`src/rtl/tff_toggle_arbiter.sv`:
```
// Round-robin arbiter that owns a T flip-flop: each grant pulses T for one cycle, then a HOLD_CYCLES cooldown.
// Optional toggle counter built only when TFF_ARB_COUNT_EN is defined (otherwise toggle_count reads 0).
module tff_toggle_arbiter #(
  parameter int NREQ        = 4,
  parameter int HOLD_CYCLES = 2
) (
  input  logic            clk,
  input  logic            rst_n,
  input  logic [NREQ-1:0] req,
  output logic [NREQ-1:0] gnt,
  output logic            t_out,
  output logic            q,
  output logic            busy,
  output logic [15:0]     toggle_count
);

  localparam int PW = $clog2(NREQ);

  typedef enum logic [1:0] {S_IDLE, S_GRANT, S_COOLDOWN} state_t;

  state_t          r_state, w_state_nxt;
  logic [PW-1:0]   r_ptr, w_ptr_nxt, w_win;
  logic [NREQ-1:0] r_gnt, w_gnt_nxt;
  logic [3:0]      r_cd, w_cd_nxt;
  logic            r_tout, r_q;
  logic            w_found, w_arb;
  int              w_idx;

  // First set request at or above the pointer, wrapping past NREQ-1.
  always_comb begin
    w_found = 1'b0;
    w_win   = '0;
    w_idx   = 0;
    for (int i = 0; i < NREQ; i++) begin
      w_idx = int'(r_ptr) + i;
      if (w_idx >= NREQ) w_idx = w_idx - NREQ;
      if (!w_found && req[w_idx]) begin
        w_found = 1'b1;
        w_win   = PW'(w_idx);
      end
    end
  end

  // An edge that would land in IDLE also arbitrates, so back-to-back grants lose no cycle.
  assign w_arb = (r_state == S_IDLE) ||
                 ((r_state == S_GRANT) && (HOLD_CYCLES == 0)) ||
                 ((r_state == S_COOLDOWN) && (r_cd == 4'd0));

  always_ff @(posedge clk or negedge rst_n) begin
    if (!rst_n) r_state <= S_IDLE;
    else        r_state <= w_state_nxt;
  end

  always_comb begin
    w_state_nxt = r_state;
    w_gnt_nxt   = '0;
    w_ptr_nxt   = r_ptr;
    w_cd_nxt    = r_cd;
    case (r_state)
      S_GRANT: begin
        if (HOLD_CYCLES > 0) begin
          w_state_nxt = S_COOLDOWN;
          w_cd_nxt    = 4'(HOLD_CYCLES - 1);
        end else begin
          w_state_nxt = S_IDLE;
        end
      end
      S_COOLDOWN: begin
        if (r_cd == 4'd0) w_state_nxt = S_IDLE;
        else              w_cd_nxt    = r_cd - 4'd1;
      end
      default: w_state_nxt = S_IDLE;
    endcase
    if (w_arb && w_found) begin
      w_state_nxt = S_GRANT;
      w_gnt_nxt   = NREQ'(1) << w_win;
      w_ptr_nxt   = (w_win == PW'(NREQ - 1)) ? '0 : w_win + 1'b1;
    end
  end

  always_ff @(posedge clk or negedge rst_n) begin
    if (!rst_n) begin
      r_gnt  <= '0;
      r_tout <= 1'b0;
      r_ptr  <= '0;
      r_cd   <= '0;
      r_q    <= 1'b0;
    end else begin
      r_gnt  <= w_gnt_nxt;
      r_tout <= |w_gnt_nxt;
      r_ptr  <= w_ptr_nxt;
      r_cd   <= w_cd_nxt;
      if (r_state == S_GRANT) r_q <= ~r_q;
    end
  end

`ifdef TFF_ARB_COUNT_EN
  logic [15:0] r_toggle_cnt;

  always_ff @(posedge clk or negedge rst_n) begin
    if (!rst_n)                  r_toggle_cnt <= 16'h0000;
    else if (r_state == S_GRANT) r_toggle_cnt <= r_toggle_cnt + 16'd1;
  end

  assign toggle_count = r_toggle_cnt;
`else
  assign toggle_count = 16'h0000;
`endif

  assign gnt   = r_gnt;
  assign t_out = r_tout;
  assign q     = r_q;
  assign busy  = (r_state != S_IDLE);

endmodule

```
`config.mk`:
```
export PLATFORM = sky130hd
export DESIGN_NAME = tff_toggle_arbiter
export DESIGN_NICKNAME = d
export VERILOG_FILES = /design/src/rtl/tff_toggle_arbiter.sv
export SDC_FILE = /design/constraint.sdc
export NUM_CORES = 1
export LEC_CHECK = 0
export ABC_CLOCK_PERIOD_IN_PS = 1660
export CAP_MARGIN = 20
export CORE_MARGIN = 1.5
export CORE_UTILIZATION = 40
export CTS_CLUSTER_DIAMETER = 60
export DETAILED_ROUTE_END_ITERATION = 7
export GPL_TIMING_DRIVEN = 0
export PLACE_DENSITY = 0.74
export SYNTH_ARGS = -nofsm -noshare
export SYNTH_HDL_FRONTEND = slang
export SYNTH_SLANG_ARGS = --single-unit
export TNS_END_PERCENT = 20
```
`constraint.sdc`:
```
create_clock -name clk -period 1.66 [get_ports clk]
set_input_delay 0.166 -clock clk [delete_from_list [all_inputs] [get_ports clk]]
set_output_delay 0.166 -clock clk [all_outputs]
set_load 0.03 [all_outputs]
```
Yosys cells after proc, flatten, opt, wreduce, memory -nomap -nowiden:

Cells that the tools add are included.

* output and inout bits: 23
* RAM bits: 0
* bits in latches: 0
* bits of input ports: 6
* word-level logic and storage cells: 76
* register bits: 14
* bits in read-only memories: 0
* memories: 0

* multipliers: 0
* reductions and logical operators: 15
* equal/unequal tests: 5
* shifts and indexed selects: 1
* div/mod/pow operators: 0
* $add $sub $neg: 9
* order comparisons: 8
* bitwise operators: 1
* multiplexer cells: 31

Operators by type and width (count)
* 32-bit by 4-bit < comparator with 1-bit output, second input constant: 4
* 32-bit 2-to-1 mux: 4
* 2-bit 2-to-1 mux: 7
* 1-bit 2-to-1 mux: 12
* 3-bit by 3-bit subtractor with 4-bit output, second input constant: 3
* 3-bit greater-or-equal comparator, second input constant: 3
* 1-bit binary-select mux with 2-bit select: 4
* 4-bit 2-to-1 mux: 2
* 4-bit case mux with 2 select lines: 1
* 2-bit by 2-bit adder with 3-bit output, second input constant: 2
* 1-bit logical AND: 5
* 2-bit equality test, second input constant: 2
* 4-bit zero test: 1
* 2-bit case mux with 2 select lines: 1
* 2-bit nonzero test: 2
* 4-bit OR reduction: 1
* 1-bit by 2-bit << shifter with 4-bit output, first input constant: 1
* 2-bit by 3-bit subtractor with 4-bit output, second input constant: 1
* 4-bit by 1-bit subtractor with 4-bit output, second input constant: 1
* 2-bit by 1-bit adder with 3-bit output, second input constant: 1
* 2-bit by 3-bit greater-or-equal comparator with 1-bit output, second input constant: 1
* 1-bit zero test: 3
* 3-bit by 1-bit != test with 1-bit output, second input constant: 1
* 2-bit by 1-bit adder with 2-bit output, second input constant: 1
* 6 further kinds: 6

Depth between registers and ports, before layout:

Gate-level depths: netlist of run 1.

* depth in word-level cells: 18
* depth in mapped cells: 6
* depth with buffers taken out: 6

Worst setup path after synthesis of run 1:

OpenSTA, ideal clock, no wires.

* kind: reg-to-reg
* start: reg r_cd[0]
* end: reg r_ptr[1]
* data arrival time: 1.487 ns
* library setup time: 0.125 ns
* slack: 0.048 ns
* stages on the path, launching flop included: 7
* data required time: 1.535 ns
* cells stage by stage: dfrtp_1 inv_1 ha_1 nor3b_4 nor2_2 nor3_4 mux2_4

* word-level cells in the longest chain between the ends: 4

RTL lines
* from (decl): line 24 `logic [3:0] r_cd, w_cd_nxt;`
* from (signal assigned): line 92 `r_cd <= w_cd_nxt;`
* 4-bit zero test: line 47 `((r_state == S_COOLDOWN) && (r_cd == 4'd0));`
* 1-bit logical AND: line 47
* 1-bit logical OR: line 46 `((r_state == S_GRANT) && (HOLD_CYCLES == 0)) ||`
* 1-bit logical AND: line 74 `if (w_arb && w_found) begin`
* to (signal assigned): line 91 `r_ptr <= w_ptr_nxt;`
* to (decl): line 22 `logic [PW-1:0] r_ptr, w_ptr_nxt, w_win;`

Every way passes these cells.
A chain may end at the register's enable or synchronous reset.

Worst setup path in the final report of run 1:

* start: reg r_ptr[1]
* end: reg r_ptr[1]

* word-level cells in the longest chain between the ends: 17

RTL lines
* branches (longest 17 deep; another with 3-bit by 3-bit subtractor with 4-bit output)

Several ways; the timed one is not identified. The select of a mux whose other input is x is not followed.

==> flow_summary.ini, run 1 <==
[routing]
via_per_inst = 4.42
routedWlPerCell_um = 10.1
antenna_left = 0
dr.pass1.iters = 3
drc = 0
vias = 646
detailedRoute.firstIterationViolations = 6
routed_wl_mm = 1.47

[job]
drv_cap = 0

[cells_and_area]
drive_gt1_share_pct = 31.9
final_nets = 132
nFillCells = 179
syn_to_final_growth_pct = 32.1
num_antenna_cells = 0
fin_cells = 146

[min_path]
min-delay-path-class = input port to async pin

[synth]
ys_seq_area_share_pct = 40.0
synthesis.area_sq_um = 876
synth_area_leaders = dfrtp_1 40%, buf_4 14%, ha_1 7.1%, and2_2 3.4%, mux2i_1 2.3%
yosysUniqueCellTypes = 33
synth_area_per_cell_sq_um = 10.2
synth.top_cell.area_share_pct = 40.0
synth_cells = 86
synth_seq_cells = 14
yosysWarningCount = 0
yosysTopAreaCell = dfrtp_1

[grt]
grt_pass1_wl_mm = 2.44
grt_antenna_before_repair = 0
grt_pass1_vias = 589
grt_usage_pct = 13.0
grt_max_degree = 15
grt_overflow = 0

[setup_path]
crit_buf_inv = 0
reg2reg_setup_slack_ns = 0.04
cp-end-kind = flop
cp_slowest_stage_delay_ns = 0.44
critical_path_arrival_ns = 1.79
reg2reg_to = r_ptr[1]
required_ns = 1.82
crit_path_start_kind = flop
reg2reg_depth = 4
cp_max_fo = 6
crit_type = flop to flop
crit_slowest_cell = dfrtp_2
crit_family = flip-flops
crit_chain = and3_1 -> a211oi_4 -> ha_1 -> mux2_4
r2r-start = r_ptr[1]

[pwr]
switching_share_pct = 42.5
seqPwrFrac_pct = 31.6
p_clk_share_pct = 10.1
peakVddDrop_mv = 0.998
combPwrFrac_pct = 58.3
internal_power_w = 0.00109
p_per_area_nw_per_um2 = 1640
netSwitchingPower_w = 0.000804
power.leakage_nw = 0.572

[place]
gp_congestion = 0.764
dp_hpwl_mm = 1.12
placed_cells = 140
io_buffers = 12

[sta]
timing.fmax_mhz = 616
period_share_pct = 97.9
relSlewSlack_pct = 58.1
setup_viol = 0
tns_ns = 0
finalClockSkew_ns = 0.00888
rsz0062_at_grt = yes
drv_slew = 0
fin_crit_ns = 1.62
worst_slew_pin_slew_ns = 0.627
hold_viol = 0

[floorplan]
die-area_sq_um = 2480
io_pins = 29
dieWidth_um = 49.8
row_count = 16
core_region_area_sq_um = 2000
chipHeight_um = 49.8
start_util_pct = 43.8

[cts]
htree_levels = 1
clk_path_buf_depth = 2
holdBufCountCts = 0
cts.clk_slew.worst_paths_ns = 0.08
numCtsBuffers = 3
cts.sinks = 14
tritoncts = yes
ctsRootBufferMaster = clkbuf_4
clock_latency_ns = 0.28

[run_status]
status = finished clean
sequential cells by signal, indices dropped and copies added, names as in the netlist:
name / count
q: 1
gnt: 4
r_state: 2
r_cd: 4
t_out: 1
r_ptr: 2
cells in the final DEF (no fill, tap or decap), types with 3 or more instances in the layout:
master,count
ha_1,4
inv_1,5
nor2_1,3
nor3_1,4
dfrtp_1,12
and2_2,4
a21oi_1,3
buf_4,19
clkdlybuf4s50_1,11
o21ai_0,3
nand2_1,4
clkbuf_4,4
conb_1,16
final cells by class:
class / count / area, sq um / area share, %
Inverter: 5 / 18.8 / 1.62
Buffer: 17 / 128 / 11.0
Tap cell: 27 / 33.8 / 2.92
Clock buffer: 3 / 22.5 / 1.95
Multi-Input combinational cell: 65 / 464 / 40.1
Timing Repair Buffer: 15 / 138 / 11.9
Sequential cell: 14 / 353 / 30.5
how the worst max path moves through the flow:
stage | from | to | slack (ns) | cells after the start
2_1_floorplan | r_cd[0] | r_ptr[1] | 0.05 | 6
3_3_place_gp | req[3] | r_ptr[1] | -0.38 | 5
3_5_place_dp | req[3] | r_ptr[1] | -0.45 | 5
4_1_cts | r_state[0] | busy | 0.0005 | 3
5_1_grt | r_cd[0] | r_ptr[1] | -0.04 | 6
6_report | r_ptr[1] | r_ptr[1] | 0.04 | 4
synthesized netlist by cell type:
cell	number
nor2_1	3
clkbuf_1	1
or2_2	1
conb_1	1
nor3b_4	1
a21o_1	1
o22ai_1	1
o22a_1	1
inv_1	5
o31ai_1	1
mux2_4	1
o2bb2ai_1	1
nor3_4	1
xnor2_1	1
o21ai_0	3
and2_2	4
and3_1	1
mux2i_1	2
a2bb2oi_1	2
or2b_1	1
nand2b_1	1
nor3b_1	1
dfrtp_1	14
a22oi_1	1
buf_4	16
a21oi_1	3
a211oi_1	1
nand2_1	4
nor4_2	1
nor3_1	4
ha_1	5
nor2_2	1
nand3b_1	1
cell families after synthesis:
family                     after synthesis  share of synthesized area [%]
xor gates and xnor gates                 1                           1.00
DFF                                     14                           40.0
muxes                                    3                           4.00
adders and majority gates                5                           7.14
other                                    1                          0.428
and+or+nand+nor                         25                           19.6
buffers and inverters                   22                           16.3
AOI/OAI and AO/OA                       15                           11.6
power groups by stage:
stage	Clock, W	Sequential [W]	Combinational [W]
final	0.000192	0.000597	0.00110
after detailed placement	0	0.000600	0.00101
after floorplan	0	0.000692	0.000634
after global routing	0.000210	0.000617	0.00121
after global placement	0	0.000595	0.000978
after CTS	0.000199	0.000593	0.00110
layer usage:
metal,GRT usage (%),routed length [um],up-vias
met1,15.0,618,302
met5,0,0,-
met4,7.41,40,0
li1,-,-,324
met2,21.1,763,14
met3,3.94,52,6
per-stage QoR:
step	utilization [%]	hold WS (ns)	setup slack (ns)	area [sq um]	total power (W)
floorplan	-	-0.130	0.0479	932	0.00133
global placement	54.3	0.472	-0.377	1090	0.00157
detailed placement	54.3	0.484	-0.454	1090	0.00161
CTS	57.6	0.283	0.000506	1150	0.00189
global route	57.8	0.318	-0.0393	1160	0.00204
finish	57.8	0.264	0.0356	1160	0.00189
worst register-to-register path, stage by stage, from the launching register on:
cell and delay, ns:
dfrtp_2 0.44, and3_1 0.22, a211oi_4 0.31, ha_1 0.29
mux2_4 0.25
timing repair:
item / in CTS / in global routing
resized for setup: 9 / 4
setup buffers: 3 / 0
endpoints found under the setup margin: 4 / 7
gates cloned: 0 / 0
pin swaps: 2 / 2
No activity file was read; power rests on OpenSTA's default activity.
==> run 2: changes to the inputs <==
--- a/config.mk
+++ b/config.mk
@@ -12,6 +12,7 @@
 export CTS_CLUSTER_DIAMETER = 60
 export DETAILED_ROUTE_END_ITERATION = 7
 export GPL_TIMING_DRIVEN = 0
+export HOLD_SLACK_MARGIN = 0.02
 export PLACE_DENSITY = 0.74
 export SYNTH_ARGS = -nofsm -noshare
 export SYNTH_HDL_FRONTEND = slang
==> results of run 2 <==
The final DEF is identical to that of run 1; final timing and power are the same.
==> run 3: changes to the inputs <==
--- a/config.mk
+++ b/config.mk
@@ -14,6 +14,7 @@
 export GPL_TIMING_DRIVEN = 0
 export HOLD_SLACK_MARGIN = 0.02
 export PLACE_DENSITY = 0.74
+export SLEW_MARGIN = 20
 export SYNTH_ARGS = -nofsm -noshare
 export SYNTH_HDL_FRONTEND = slang
 export SYNTH_SLANG_ARGS = --single-unit
==> results of run 3 <==
The final DEF is identical to that of run 1; final timing and power are the same.
